`src/rtl/macc_pkg.sv`:
```
// Shared definitions for the macc sequencer, the macc array and its adder tree.
package macc_pkg;

  // Sequencer states, exposed on the debug port of macc_seq_ctrl.
  typedef enum logic [1:0] {
    ST_IDLE   = 2'd0,
    ST_ISSUE  = 2'd1,
    ST_DRAIN  = 2'd2,
    ST_RESULT = 2'd3
  } state_e;

  // Width of a signed partial sum: int8*int8 products (16 bits) summed over n lanes.
  function automatic int psum_w(input int n);
    return 16 + $clog2(n);
  endfunction

endpackage

```
`src/rtl/macc_seq_acc.sv`:
```
// Sign-extending accumulator with clear/init/add and a count of accepted returns.
// The next-state values are exported so the controller can finish a job on the
// same edge the last partial sum is absorbed.
module macc_seq_acc #(
  parameter int PSUM_W = 21,
  parameter int ACC_W  = 32,
  parameter int CNT_W  = 10
) (
  input  logic                     clk,
  input  logic                     rst_n,
  input  logic                     clr,
  input  logic        [ACC_W-1:0]  init_val,
  input  logic                     add_en,
  input  logic signed [PSUM_W-1:0] add_data,
  output logic        [ACC_W-1:0]  acc_nxt,
  output logic        [CNT_W-1:0]  ret_cnt_nxt
);

  logic [ACC_W-1:0] acc_q, acc_d;
  logic [CNT_W-1:0] ret_cnt_q, ret_cnt_d;

  // Clear loads the initial value; otherwise each valid return adds in and is counted.
  always_comb begin
    acc_d     = acc_q;
    ret_cnt_d = ret_cnt_q;
    if (clr) begin
      acc_d     = init_val;
      ret_cnt_d = '0;
    end else if (add_en) begin
      acc_d     = acc_q + ACC_W'(add_data);
      ret_cnt_d = ret_cnt_q + CNT_W'(1);
    end
  end

  // Accumulator and return-counter registers.
  always_ff @(posedge clk or negedge rst_n) begin
    if (!rst_n) begin
      acc_q     <= '0;
      ret_cnt_q <= '0;
    end else begin
      acc_q     <= acc_d;
      ret_cnt_q <= ret_cnt_d;
    end
  end

  assign acc_nxt     = acc_d;
  assign ret_cnt_nxt = ret_cnt_d;

endmodule

```
`src/rtl/macc_seq_ctrl.sv`:
```
// Sequences one dot-product job through the shared macc array: issues operand
// buffer reads (one chunk per cycle), accumulates returned partial sums and
// presents the final sum on a valid/ready result port.
// Handshake: the result transfers on a cycle where res_valid && res_ready are
// both high; res_valid and res_data stay stable until that cycle.
// Optional build macro MACC_SEQ_BIAS_EN adds cfg_bias, the accumulator start value.
module macc_seq_ctrl
  import macc_pkg::*;
#(
  parameter  int NUM_INPUTS = 20,
  parameter  int ADDR_W     = 10,
  parameter  int CNT_W      = 10,
  parameter  int ACC_W      = 32,
  localparam int PSUM_W     = psum_w(NUM_INPUTS)
) (
  input  logic                     clk,
  input  logic                     rst_n,
  input  logic                     start,
  input  logic        [ADDR_W-1:0] cfg_base_addr,
  input  logic        [CNT_W-1:0]  cfg_num_chunks,
`ifdef MACC_SEQ_BIAS_EN
  input  logic signed [31:0]       cfg_bias,
`endif
  output logic                     busy,
  output logic                     buf_rd_en,
  output logic        [ADDR_W-1:0] buf_rd_addr,
  output logic                     macc_i_valid,
  input  logic signed [PSUM_W-1:0] macc_o_data,
  input  logic                     macc_o_valid,
  output logic        [ACC_W-1:0]  res_data,
  output logic                     res_valid,
  input  logic                     res_ready,
  output state_e                   dbg_state
);

  state_e            state_q, state_d;
  logic              busy_q, busy_d;
  logic              rd_en_q, rd_en_d;
  logic [ADDR_W-1:0] rd_addr_q, rd_addr_d;
  logic              i_valid_q, i_valid_d;
  logic              res_valid_q, res_valid_d;
  logic [ACC_W-1:0]  res_data_q, res_data_d;
  logic [ADDR_W-1:0] base_q, base_d;
  logic [CNT_W-1:0]  count_q, count_d;
  logic [CNT_W-1:0]  issue_idx_q, issue_idx_d;

  logic              acc_clr;
  logic              acc_add;
  logic [ACC_W-1:0]  init_val;
  logic [ACC_W-1:0]  acc_nxt;
  logic [CNT_W-1:0]  ret_cnt_nxt;
  logic              ret_done;

`ifdef MACC_SEQ_BIAS_EN
  assign init_val = ACC_W'(cfg_bias);
`else
  assign init_val = '0;
`endif

  // Partial sums only count while a job is issuing or draining.
  assign acc_add  = macc_o_valid && (state_q == ST_ISSUE || state_q == ST_DRAIN);
  // All returns, including one absorbed on this edge, have arrived.
  assign ret_done = (ret_cnt_nxt == count_q);

  macc_seq_acc #(
    .PSUM_W (PSUM_W),
    .ACC_W  (ACC_W),
    .CNT_W  (CNT_W)
  ) u_acc (
    .clk         (clk),
    .rst_n       (rst_n),
    .clr         (acc_clr),
    .init_val    (init_val),
    .add_en      (acc_add),
    .add_data    (macc_o_data),
    .acc_nxt     (acc_nxt),
    .ret_cnt_nxt (ret_cnt_nxt)
  );

  // Next-state and registered-output logic of the job sequencer.
  always_comb begin
    state_d     = state_q;
    busy_d      = busy_q;
    rd_en_d     = 1'b0;
    rd_addr_d   = rd_addr_q;
    i_valid_d   = rd_en_q;
    res_valid_d = res_valid_q;
    res_data_d  = res_data_q;
    base_d      = base_q;
    count_d     = count_q;
    issue_idx_d = issue_idx_q;
    acc_clr     = 1'b0;
    case (state_q)
      ST_IDLE: begin
        if (start) begin
          base_d  = cfg_base_addr;
          count_d = cfg_num_chunks;
          busy_d  = 1'b1;
          acc_clr = 1'b1;
          if (cfg_num_chunks == '0) begin
            state_d     = ST_RESULT;
            res_valid_d = 1'b1;
            res_data_d  = init_val;
            issue_idx_d = '0;
          end else begin
            state_d     = ST_ISSUE;
            rd_en_d     = 1'b1;
            rd_addr_d   = cfg_base_addr;
            issue_idx_d = CNT_W'(1);
          end
        end
      end
      ST_ISSUE: begin
        if (issue_idx_q == count_q) begin
          if (ret_done) begin
            state_d     = ST_RESULT;
            res_valid_d = 1'b1;
            res_data_d  = acc_nxt;
          end else begin
            state_d = ST_DRAIN;
          end
        end else begin
          rd_en_d     = 1'b1;
          rd_addr_d   = base_q + ADDR_W'(issue_idx_q);
          issue_idx_d = issue_idx_q + CNT_W'(1);
        end
      end
      ST_DRAIN: begin
        if (ret_done) begin
          state_d     = ST_RESULT;
          res_valid_d = 1'b1;
          res_data_d  = acc_nxt;
        end
      end
      ST_RESULT: begin
        if (res_ready) begin
          state_d     = ST_IDLE;
          busy_d      = 1'b0;
          res_valid_d = 1'b0;
        end
      end
      default: state_d = ST_IDLE;
    endcase
  end

  // Sequencer state and output registers.
  always_ff @(posedge clk or negedge rst_n) begin
    if (!rst_n) begin
      state_q     <= ST_IDLE;
      busy_q      <= 1'b0;
      rd_en_q     <= 1'b0;
      rd_addr_q   <= '0;
      i_valid_q   <= 1'b0;
      res_valid_q <= 1'b0;
      res_data_q  <= '0;
      base_q      <= '0;
      count_q     <= '0;
      issue_idx_q <= '0;
    end else begin
      state_q     <= state_d;
      busy_q      <= busy_d;
      rd_en_q     <= rd_en_d;
      rd_addr_q   <= rd_addr_d;
      i_valid_q   <= i_valid_d;
      res_valid_q <= res_valid_d;
      res_data_q  <= res_data_d;
      base_q      <= base_d;
      count_q     <= count_d;
      issue_idx_q <= issue_idx_d;
    end
  end

  assign busy         = busy_q;
  assign buf_rd_en    = rd_en_q;
  assign buf_rd_addr  = rd_addr_q;
  assign macc_i_valid = i_valid_q;
  assign res_valid    = res_valid_q;
  assign res_data     = res_data_q;
  assign dbg_state    = state_q;

endmodule

```
`config.mk`:
```
export PLATFORM = sky130hd
export DESIGN_NAME = macc_seq_ctrl
export DESIGN_NICKNAME = d
export VERILOG_FILES = /design/src/rtl/macc_pkg.sv /design/src/rtl/macc_seq_acc.sv /design/src/rtl/macc_seq_ctrl.sv
export SDC_FILE = /design/constraint.sdc
export NUM_CORES = 1
export LEC_CHECK = 0
export ABC_AREA = 1
export CAP_MARGIN = 25
export CORE_UTILIZATION = 50
export CTS_CLUSTER_DIAMETER = 30
export CTS_CLUSTER_SIZE = 24
export DETAILED_ROUTE_END_ITERATION = 10
export PLACE_DENSITY = 0.8
export SYNTH_ARGS = -nofsm -noshare
export SYNTH_HDL_FRONTEND = slang
export SYNTH_SLANG_ARGS = --single-unit
```
`constraint.sdc`:
```
create_clock -name clk -period 2.39 [get_ports clk]
set_input_delay 0.239 -clock clk [delete_from_list [all_inputs] [get_ports clk]]
set_output_delay 0.239 -clock clk [all_outputs]
set_load 0.05 [all_outputs]
```
==> results.toml <==
[global_route]
antenna_found_initial = 0
grt_max_degree = 54
grt_pass1_vias = 8340
grt_pass1_wl_mm = 39.3
grt-ovfl-total = 0
grtUsageTotal = 0.280

[pwr]
ir_worst_vdd_mv = 1.12
p_int_mw = 8.25
p_total_mw = 16.1
seq_power_share = 0.210
p_switching_mw = 7.82
power.leakage_nw = 5.80
clkPwrFrac = 0.166
comb_power_share = 0.624
sw_frac_of_total = 0.487
powerDensity_nw_per_um2 = 1430

[final_layout]
drive_gt1_frac = 0.178
layout.cells.non_filler = 1633
area_growth_pct = 31.7
mostFrequentLayoutCells = "nand2_1, inv_1, dfrtp_1, buf_4, clkdlybuf4s50_1"
fin_nets = 1495
fillers = 1364
diodes = 0
fin_area_um2 = 11300
final_common_cell = "nand2_1"

[timing]
skew_ns = 0.0113
whs_ns = 0.374
setup_ws_ns = -0.0816
rsz0062_at_grt = "yes"
slew_viol_final = 0
fin_crit_ns = 2.47
finalCritPeriodShare = 1.03
hold_viol_final = 0
setup_viol = 15
slew_headroom = 0.500
worst_pin_slew_ns = 0.749
fmax_mhz = 405

[clocking]
cts_num_sinks = 120
clockBufferDepth = 2
clk_latency_ns = 0.43
cts_root_buffer = "clkbuf_16"
numCtsBuffers = 17
htree_levels = 4
cts_tree = "done"
clkSlewWorstSetupHoldPaths_ns = 0.06

[critical_path]
cp_num_buf_inv = 4
crit_chain = "inv_4 > ha_4 > nand2_8 > nor2_4 > nand3_4 > nand2_2 > nand3_2 > nand2_1 > nand2_1 > inv_1 > nand2_1 > nor2_2 > nand3_2 > nand2_2 > nand3_4 > buf_12 > clkbuf_16 > nand2_2 > o21ai_2"
crit_required_ns = 2.71
cp-start-kind = "flip-flop"
critPathMaxStageDelay_ns = 0.39
cpMaxStageDelayCell = "dfrtp_2"
crit_fanout = 7
path_class = "flip-flop to flip-flop"
worstPathArrival_ns = 2.79
crit_family = "simple AND/OR/NAND/NOR gates"
end_kind = "flip-flop"

[drt]
initialDrtViolationCount = 596
vias = 8560
wirelength_mm = 24.1
antenna_left = 0
wire_per_inst_um = 14.8
viasPerCell = 5.24
drc_errors = 0
detail_route.first_pass.iterations = 5

[synth]
syn_inst = 1206
synth_area_um2 = 8540
postSynthRegisterBits = 120
synth_compound_area_frac = 0.140
yosys-mux-area-fraction = 0
synth_top_area_cell = "dfrtp_1"
yosys.area_share.adder = 0.0735
synth_top_family_by_area = "simple AND/OR/NAND/NOR gates"
yosys.area_share.simple = 0.306
synth_nets = 1301
synth_top_area_frac = 0.352
ys.warnings.count = 0
synth_xor_area_frac = 0.0246
yosys-top-cells-area = "dfrtp_1, nand2_1, inv_1"
ys_types = 41
syn_area_per_cell_um2 = 7.08
ys_seq_area_frac = 0.352

[floorplan]
rows = 47
start_util = 0.513
die_h_um = 133
core_area_um2 = 16600
die_w_um = 133
ioPinCount = 94
die_area_um2 = 17600

[outcome]
violations = "setup timing"
outcome = "finished, violations left"

[run]
drv_cap = 0

[placement]
dp.cells = 1588
gp_congestion = 1.00
placed_cell_area_um2 = 10400
numPortBuffers = 93
place_hpwl_mm = 17.2

[min_path]
hp-class = "input port to flip-flop"
registers in the layout, summed over array words and instances (netlist names):
name             flops
base_q              10
u_acc.acc_q         32
count_q             10
dbg_state            2
issue_idx_q         10
buf_rd_en            1
busy                 1
macc_i_valid         1
res_valid            1
res_data            32
buf_rd_addr         10
u_acc.ret_cnt_q     10
cell type report:
type | count | area (µm²) | share of cell area
clock inverter | 14 | 164 | 0.0146
multi-input combinational | 864 | 4780 | 0.425
tap | 220 | 275 | 0.0245
clock buffer | 18 | 439 | 0.0390
sequential | 120 | 3010 | 0.267
inverter | 191 | 719 | 0.0639
timing repair buffer | 206 | 1870 | 0.166
tightest hold or removal path, cell delays in order:
cell	delay (ns)
clkdlybuf4s50_1	0.41
nand2_1	0.07
nand2_1	0.04
path summary, 6_finish.rpt:
| check | to | slack (ns) | startpoint | cells past startpoint |
|---|---|---|---|---|
| worst max register to register | res_data[29] | -0.08 | dbg_state[0] | 19 |
| worst min-delay path | base_q[9] | 0.37 | cfg_base_addr[9] | 3 |
| worst max-delay path | res_data[29] | -0.08 | dbg_state[0] | 19 |
| min in group asynchronous | res_data[23] | 0.43 | rst_n | 2 |
| max in group asynchronous | res_data[4] | 1.22 | rst_n | 3 |
| worst min register to register | macc_i_valid | 0.38 | buf_rd_en | 0 |
cell families (layout without fill, tap and decap cells):
| kind of cell | Yosys count | count (layout) |
|---|---|---|
| AO/OA/AOI/OAI | 195 | 195 |
| XOR/XNOR | 24 | 24 |
| adder cells (fa/ha/maj) | 49 | 49 |
| buffers and inverters | 222 | 429 |
| flip-flops | 120 | 120 |
| AND/OR/NAND/NOR | 596 | 596 |
routing by layer:
metal  track usage  share of wire
met5             0              0
met4         0.122          0.035
met3        0.0525          0.056
met2         0.474           0.49
met1         0.349           0.42
what timing repair did:
action	CTS	global route
cloned	0	3
pin swaps	0	1
endpoints found under the hold margin	49	0
hold buffers	1	0
resized for setup	1	28
setup endpoints to repair	32	57
setup buffers	0	9
cells in the mapped netlist (all sizes together):
cell,n
a21o,7
a21oi,47
a31oi,2
a32oi,1
and3,1
buf,13
clkbuf,18
dfrtp,120
fa,2
ha,47
inv,191
nand2,378
nand3,76
nand3b,4
nand4,23
nor2,87
nor3,16
nor3b,1
nor4,4
o211ai,6
o21a,1
o21ai,110
o21bai,15
o311ai,1
o31ai,5
or2,6
xnor2,12
xor2,12
stage by stage:
| stage | setup TNS, ns | utilization | setup slack [ns] |
|---|---|---|---|
| floorplan | -1.41 | - | -0.0504 |
| detailed placement | -4.59 | 0.624 | -0.227 |
| finish | -0.870 | 0.676 | -0.0816 |
| global placement | -3.08 | 0.624 | -0.216 |
| global route | -5.37 | 0.676 | -0.217 |
| CTS | -0.691 | 0.661 | -0.0397 |
power groups by stage:
stage          Sequential, mW  Clock [mW]  Combinational, mW
6_report                 3.37        2.67               10.0
2_1_floorplan            4.19           0               5.55
4_1_cts                  3.34        2.69               9.49
3_5_place_dp             3.36           0               9.36
5_1_grt                  3.44        2.78               11.1
3_3_place_gp             3.35           0               9.16
Power figures use the tool's default switching activity.
